--- src/rtl/pipe_mem_pkg.sv ---
// Shared types and constants for the PIPE fetch/memory-stage memory arbiter.
//   arb_state_e : arbiter FSM states
//   sel_e       : requester select encoding (SEL_IF = fetch, SEL_DM = memory stage)
//   MEM_LIMIT_DEFAULT / STARVE_MAX_DEFAULT : default parameter values
package pipe_mem_pkg;

  localparam int unsigned MEM_LIMIT_DEFAULT  = 1023;
  localparam int unsigned STARVE_MAX_DEFAULT = 4;

  typedef enum logic [2:0] {
    IDLE    = 3'd0,
    BUSY_IF = 3'd1,
    BUSY_DM = 3'd2,
    ERR_IF  = 3'd3,
    ERR_DM  = 3'd4
  } arb_state_e;

  typedef enum logic {
    SEL_IF = 1'b0,
    SEL_DM = 1'b1
  } sel_e;

endpackage

--- src/rtl/pipe_arb_starve_ctr.sv ---
// Saturating count of memory-stage grants issued while fetch was waiting.
// Ports:
//   clk, reset : clock, synchronous active-high reset
//   inc        : a memory-stage grant was issued while fetch requested
//   clr        : a fetch grant was issued (clear wins over inc)
//   at_max_c   : count has reached MAX (combinational from the count register)
module pipe_arb_starve_ctr
  import pipe_mem_pkg::*;
#(
  parameter int unsigned MAX = STARVE_MAX_DEFAULT
) (
  input  logic clk,
  input  logic reset,
  input  logic inc,
  input  logic clr,
  output logic at_max_c
);

  localparam int unsigned CNT_W = (MAX < 1) ? 1 : $clog2(MAX + 1);
  localparam logic [CNT_W-1:0] CNT_MAX = CNT_W'(MAX);

  logic [CNT_W-1:0] count;

  // Saturating counter; a fetch grant resets the fairness window.
  always_ff @(posedge clk) begin
    if (reset) begin
      count <= '0;
    end else if (clr) begin
      count <= '0;
    end else if (inc && (count != CNT_MAX)) begin
      count <= count + CNT_W'(1);
    end
  end

  assign at_max_c = (count == CNT_MAX);

endmodule

--- src/rtl/pipe_mem_arbiter.sv ---
// Arbitrates one single-ported memory between the fetch stage (reads) and the
// memory stage (reads/writes) using a req/gnt/done handshake toward the stages
// and an en/ready handshake toward a variable-latency memory. Addresses above
// MEM_LIMIT complete with an error and never reach the memory.
// Optional feature macro: PIPE_ARB_STARVE_GUARD_EN -- after STARVE_MAX
// consecutive memory-stage grants with fetch waiting, fetch wins once.
// Ports:
//   clk, reset                         : clock, synchronous active-high reset
//   if_req/if_addr                     : fetch read request (held until if_gnt)
//   if_gnt/if_done/if_rdata/if_err     : fetch grant pulse, completion pulse, data, error
//   dm_req/dm_we/dm_addr/dm_wdata      : memory-stage request (held until dm_gnt)
//   dm_gnt/dm_done/dm_rdata/dm_err     : memory-stage grant, completion, data, error
//   mem_en/mem_we/mem_addr/mem_wdata   : memory access start pulse and latched command
//   mem_rdata/mem_ready                : memory read data and completion
module pipe_mem_arbiter
  import pipe_mem_pkg::*;
#(
  parameter int unsigned DATA_W     = 64,
`ifdef PIPE_ARB_STARVE_GUARD_EN
  parameter int unsigned STARVE_MAX = STARVE_MAX_DEFAULT,
`endif
  parameter int unsigned MEM_LIMIT  = MEM_LIMIT_DEFAULT
) (
  input  logic              clk,
  input  logic              reset,
  input  logic              if_req,
  input  logic [DATA_W-1:0] if_addr,
  output logic              if_gnt,
  output logic              if_done,
  output logic [DATA_W-1:0] if_rdata,
  output logic              if_err,
  input  logic              dm_req,
  input  logic              dm_we,
  input  logic [DATA_W-1:0] dm_addr,
  input  logic [DATA_W-1:0] dm_wdata,
  output logic              dm_gnt,
  output logic              dm_done,
  output logic [DATA_W-1:0] dm_rdata,
  output logic              dm_err,
  output logic              mem_en,
  output logic              mem_we,
  output logic [DATA_W-1:0] mem_addr,
  output logic [DATA_W-1:0] mem_wdata,
  input  logic [DATA_W-1:0] mem_rdata,
  input  logic              mem_ready
);

  localparam logic [DATA_W-1:0] LIMIT = DATA_W'(MEM_LIMIT);

  arb_state_e        state, state_d;
  sel_e              sel_c;
  logic              starve_force_c;
  logic              addr_ok_c;
  logic [DATA_W-1:0] req_addr_c;
  logic              if_grant_c, dm_grant_c;

  logic              if_gnt_d, if_done_d, if_err_d;
  logic              dm_gnt_d, dm_done_d, dm_err_d;
  logic              mem_en_d, mem_we_d;
  logic [DATA_W-1:0] if_rdata_d, dm_rdata_d, mem_addr_d, mem_wdata_d;

`ifdef PIPE_ARB_STARVE_GUARD_EN
  // Fairness guard: counts dm grants that overtook a waiting fetch.
  pipe_arb_starve_ctr #(
    .MAX (STARVE_MAX)
  ) u_starve_ctr (
    .clk      (clk),
    .reset    (reset),
    .inc      (dm_grant_c & if_req),
    .clr      (if_grant_c),
    .at_max_c (starve_force_c)
  );
`else
  assign starve_force_c = 1'b0;
`endif

  // Memory stage has priority unless the starvation guard forces fetch.
  assign sel_c      = (dm_req && !(if_req && starve_force_c)) ? SEL_DM : SEL_IF;
  assign req_addr_c = (sel_c == SEL_DM) ? dm_addr : if_addr;
  assign addr_ok_c  = (req_addr_c <= LIMIT);

  // Next-state and next-output logic.
  always_comb begin
    state_d     = state;
    if_grant_c  = 1'b0;
    dm_grant_c  = 1'b0;
    if_gnt_d    = 1'b0;
    if_done_d   = 1'b0;
    if_err_d    = 1'b0;
    if_rdata_d  = '0;
    dm_gnt_d    = 1'b0;
    dm_done_d   = 1'b0;
    dm_err_d    = 1'b0;
    dm_rdata_d  = '0;
    mem_en_d    = 1'b0;
    mem_we_d    = mem_we;
    mem_addr_d  = mem_addr;
    mem_wdata_d = mem_wdata;

    case (state)
      IDLE: begin
        if (if_req || dm_req) begin
          mem_en_d = addr_ok_c;
          if (sel_c == SEL_DM) begin
            dm_grant_c  = 1'b1;
            dm_gnt_d    = 1'b1;
            mem_we_d    = dm_we;
            mem_addr_d  = dm_addr;
            mem_wdata_d = dm_wdata;
            state_d     = addr_ok_c ? BUSY_DM : ERR_DM;
          end else begin
            if_grant_c  = 1'b1;
            if_gnt_d    = 1'b1;
            mem_we_d    = 1'b0;
            mem_addr_d  = if_addr;
            mem_wdata_d = '0;
            state_d     = addr_ok_c ? BUSY_IF : ERR_IF;
          end
        end
      end
      BUSY_IF: begin
        if (mem_ready) begin
          if_done_d  = 1'b1;
          if_rdata_d = mem_rdata;
          state_d    = IDLE;
        end
      end
      BUSY_DM: begin
        if (mem_ready) begin
          dm_done_d  = 1'b1;
          dm_rdata_d = mem_we ? '0 : mem_rdata;
          state_d    = IDLE;
        end
      end
      ERR_IF: begin
        if_done_d = 1'b1;
        if_err_d  = 1'b1;
        state_d   = IDLE;
      end
      ERR_DM: begin
        dm_done_d = 1'b1;
        dm_err_d  = 1'b1;
        state_d   = IDLE;
      end
      default: state_d = IDLE;
    endcase
  end

  // State register.
  always_ff @(posedge clk) begin
    if (reset) begin
      state <= IDLE;
    end else begin
      state <= state_d;
    end
  end

  // Output registers.
  always_ff @(posedge clk) begin
    if (reset) begin
      if_gnt    <= 1'b0;
      if_done   <= 1'b0;
      if_err    <= 1'b0;
      if_rdata  <= '0;
      dm_gnt    <= 1'b0;
      dm_done   <= 1'b0;
      dm_err    <= 1'b0;
      dm_rdata  <= '0;
      mem_en    <= 1'b0;
      mem_we    <= 1'b0;
      mem_addr  <= '0;
      mem_wdata <= '0;
    end else begin
      if_gnt    <= if_gnt_d;
      if_done   <= if_done_d;
      if_err    <= if_err_d;
      if_rdata  <= if_rdata_d;
      dm_gnt    <= dm_gnt_d;
      dm_done   <= dm_done_d;
      dm_err    <= dm_err_d;
      dm_rdata  <= dm_rdata_d;
      mem_en    <= mem_en_d;
      mem_we    <= mem_we_d;
      mem_addr  <= mem_addr_d;
      mem_wdata <= mem_wdata_d;
    end
  end

endmodule

--- config.mk ---
export PLATFORM = sky130hd
export DESIGN_NAME = pipe_mem_arbiter
export DESIGN_NICKNAME = d
export VERILOG_FILES = /design/src/rtl/pipe_mem_pkg.sv /design/src/rtl/pipe_arb_starve_ctr.sv /design/src/rtl/pipe_mem_arbiter.sv
export SDC_FILE = /design/constraint.sdc
export NUM_CORES = 1
export LEC_CHECK = 0
export CAP_MARGIN = 0
export CORE_AREA = 2 2 204 206
export DETAILED_ROUTE_END_ITERATION = 8
export DIE_AREA = 0 0 206 208
export SLEW_MARGIN = 10
export SYNTH_ARGS = -nofsm -noshare
export SYNTH_HDL_FRONTEND = slang
export SYNTH_SLANG_ARGS = --single-unit
export TNS_END_PERCENT = 100
--- constraint.sdc ---
create_clock -name clk -period 2.03 [get_ports clk]
set_clock_uncertainty 0.15 [all_clocks]
set_input_delay 0.3045 -clock clk [delete_from_list [all_inputs] [get_ports clk]]
set_output_delay 0.3045 -clock clk [all_outputs]
set_load 0.005 [all_outputs]
==> results_dict.tcl <==
set metrics [dict create \
    status "completed" \
    ys_ff_latch 267 \
    min_to "mem_addr[39]" \
    slew_viol_final 0 \
    avgSynthCellArea_um2 10.6 \
    startpoint_type "input pin" \
    slowest_stage "clkdlybuf4s50_1" \
    n_fill_cell 3981 \
    die_y_um 208 \
    seqPwrFrac_pct 41.3 \
    ios 526 \
    yosysWarnings 0 \
    worstPathCellList "clkdlybuf4s50_1 > nor4_1 > nand4_1 > nor3_2 > buf_4 > o21ai_0 > ha_1 > a21oi_2 > nor2_1" \
    grt_pass1_wl_um 51000 \
    core-area_um2 40600 \
    insertedDiodeCount 0 \
    cp_slowest_stage_delay_ns 0.48 \
    num_rows 74 \
    p_per_area_nw_per_um2 846 \
    area_growth_pct 80.8 \
    initial_core_util_pct 22.2 \
    final_layout_size_suffix_gt1_share_pct 9.30 \
    first_iter_violations 244 \
    track_usage_pct 15.5 \
    crit_fanout 2 \
    port_buffers 525 \
    hpwl_um 27100 \
    p_clk_share_pct 42.8 \
    drc 0 \
    fin_area_um2 16300 \
    first_pass_iters 4 \
    worst_pin_slew_ns 0.676 \
    multi_input_area_um2 3430 \
    required_ns 2.29 \
    via_per_inst 4.29 \
    synth_cell_types 33 \
    r2r_cells 6 \
    ff2ff_setup_slack_ns 0.26 \
    max_freq_mhz 500 \
    die_w_um 206 \
    slew_headroom_pct 54.9 \
    h-tree-depth 1 \
    grt_pass1_vias 8461 \
    final-setup-viol-count 0 \
    place.gp.congestion 0.898 \
    r2r-end "mem_wdata[63]" \
    placedInstanceArea_um2 15100 \
    criticalPathCategory "in -> reg" \
    internal_power_uw 10500 \
    r2r-start "state[1]" \
    async_flop_share_pct 0 \
    synth_xor_area_share_pct 0 \
    yosys.area_share.simple_pct 18.3 \
    grt_antenna_before_repair 3 \
    syn_nets 1113 \
    hold_start "if_addr[39]" \
    grt_max_degree 137 \
    p_switching_uw 3330 \
    cts.hold.buffers_added 0 \
    leakage_uw 0.00635 \
    sw_frac_of_total_pct 24.2 \
    power.share.combinational_pct 15.9 \
    cts.sinks 267 \
    synth-seq-area-share_pct 59.3 \
    muxShareOfSynthArea_pct 7.10 \
    end_kind "flop" \
    synth_flop_cell "dfxtp_1" \
    cts_max_path_buffers 3 \
    min_path_cells 3 \
    routed_wl_um 35400 \
    min_period_ns 2.00 \
    wire_per_inst_um 18.1 \
    die_area_um2 42800 \
    synth.cell_area_um2 9020 \
    post-route-period-util_pct 98.5 \
    vdd_drop_max_mv 0.442 \
    synth_top_family_by_area "simple AND/OR/NAND/NOR gates" \
    numCtsBuffers 30 \
    min_path_type "in -> reg" \
    utilization_pct 40.2 \
    nNetsFinal 1659 \
    synth_edf_count 0 \
    via_count 8366 \
    clkSlewWorstSetupHoldPaths_ns 0.06 \
    regArea_um2 5350 \
    finalHoldViolations 0 \
    clk_latency_ns 0.55 \
    cp.buffers_inverters 2 \
    syn_inst 850 \
    overflow 0 \
    ant_nets 0 \
    crit_arrival_ns 2.26 \
    path_delay_family "simple AND/OR/NAND/NOR gates" \
    synth_compound_area_share_pct 11.3 \
    clockRootBuffer "clkbuf_16" \
    cts_tree "done" \
    synthAdderAreaFrac_pct 0.139 \
    maxCapViolations 0 \
]
## metal layers
metal  share of wire (%)  track usage [%]  up-vias
met5                   0                0        -
met4                 3.0             5.20        0
met3                 9.5             5.08       57
met2                  49             27.4      380
met1                  39             17.4     3873
li1                    -                -     4056
## worst min-delay path, cell delays in order
cell and delay [ns]:
dlymetal6s2s_1 0.15, mux2i_1 0.14, a211oi_1 0.08
## how the worst max path moves through the flow
stage / start / endpoint / slack [ns] / depth (start not counted)
final: if_addr[61] / state[1] / 0.03 / 9
after global routing: if_addr[18] / state[1] / -0.006 / 10
after CTS: mem_addr[16] / mem_addr[16] / 0.009 / 1
after detailed placement: if_addr[61] / state[1] / -0.61 / 9
after global placement: if_addr[40] / state[1] / -0.61 / 10
after floorplan: dm_req / state[1] / 0.25 / 8
## Yosys cell counts (all sizes together) (2+ instances only)
| cell | instances | area, um^2 |
|---|---|---|
| dfxtp | 267 | 5350 |
| nor2 | 133 | 499 |
| and2 | 130 | 813 |
| a211oi | 65 | 488 |
| a22oi | 65 | 488 |
| mux2i | 64 | 641 |
| buf | 37 | 224 |
| clkbuf | 28 | 120 |
| nor4 | 26 | 163 |
| nor3 | 7 | 40.0 |
| nand4 | 6 | 37.5 |
| nand2 | 3 | 11.3 |
| nor4b | 3 | 41.3 |
| a21oi | 2 | 10.0 |
| nor2b | 2 | 12.5 |
| o21ai | 2 | 10.0 |
## placed cells by master (no fill, tap or decap), types with 2 or more instances in the layout
master and count:
nor2_1 133, clkinvlp_4 5, bufinv_16 6, clkdlybuf4s50_1 515
clkbuf_16 31, nor4_1 16, nand4_1 6, a22oi_1 65
a211oi_1 65, nor2b_1 2, buf_12 7, dlymetal6s2s_1 8
nor3_2 3, nor4_2 10, and2_1 129, mux2i_1 64
clkinv_4 3, clkbuf_8 2, nor3_1 4, clkbuf_1 2
nand2_1 3, dfxtp_1 266, buf_4 49, clkinv_2 6
## metrics by stage
step	std cells	setup TNS (ns)	power (uW)	worst slack, ns	hold slack [ns]
after floorplan	850	0	6540	0.248	0.276
after global placement	1895	-1.10	7980	-0.609	0.335
after detailed placement	1895	-1.19	8000	-0.611	0.340
after CTS	1951	0	14000	0.00921	0.00524
after global routing	1952	-0.00604	14400	-0.00604	0.00134
final	1952	0	13800	0.0303	0.0244
## registers in the layout (all words and copies together) (netlist names)
register,count
mem_wdata,64
mem_we,1
if_rdata,64
if_gnt,1
state,3
mem_addr,64
if_err,1
if_done,1
mem_en,1
dm_done,1
dm_err,1
dm_gnt,1
dm_rdata,64
## kinds of logic (layout without fill, tap and decap cells)
family | after synthesis | count (layout)
compound gates | 137 | 137
fa+ha+maj | 1 | 1
buf+inv | 66 | 636
flops | 267 | 267
mux | 64 | 64
simple gates | 315 | 315
## power by group through the flow
stage,logic (uW),clock network [uW],registers (uW)
4_1_cts,2210,6060,5690
6_report,2190,5910,5690
5_1_grt,2380,6300,5720
3_3_place_gp,2180,0,5790
3_5_place_dp,2190,0,5810
2_1_floorplan,733,0,5810
## cell type report
type	count	share of cell area (%)
Tap cell	532	4.08
Inverter	1	0.0230
Clock inverter	21	1.73
Multi-Input combinational cell	517	21.0
Sequential cell	267	32.8
Timing Repair Buffer	579	35.3
Clock buffer	35	4.97
## timing repair
action,CTS,global route
gates resized for setup,2,21
endpoints found under the hold margin,0,0
buffers inserted,0,1
setup endpoints to repair,2,1
pin swaps,0,8
Power figures use the tool's default switching activity.
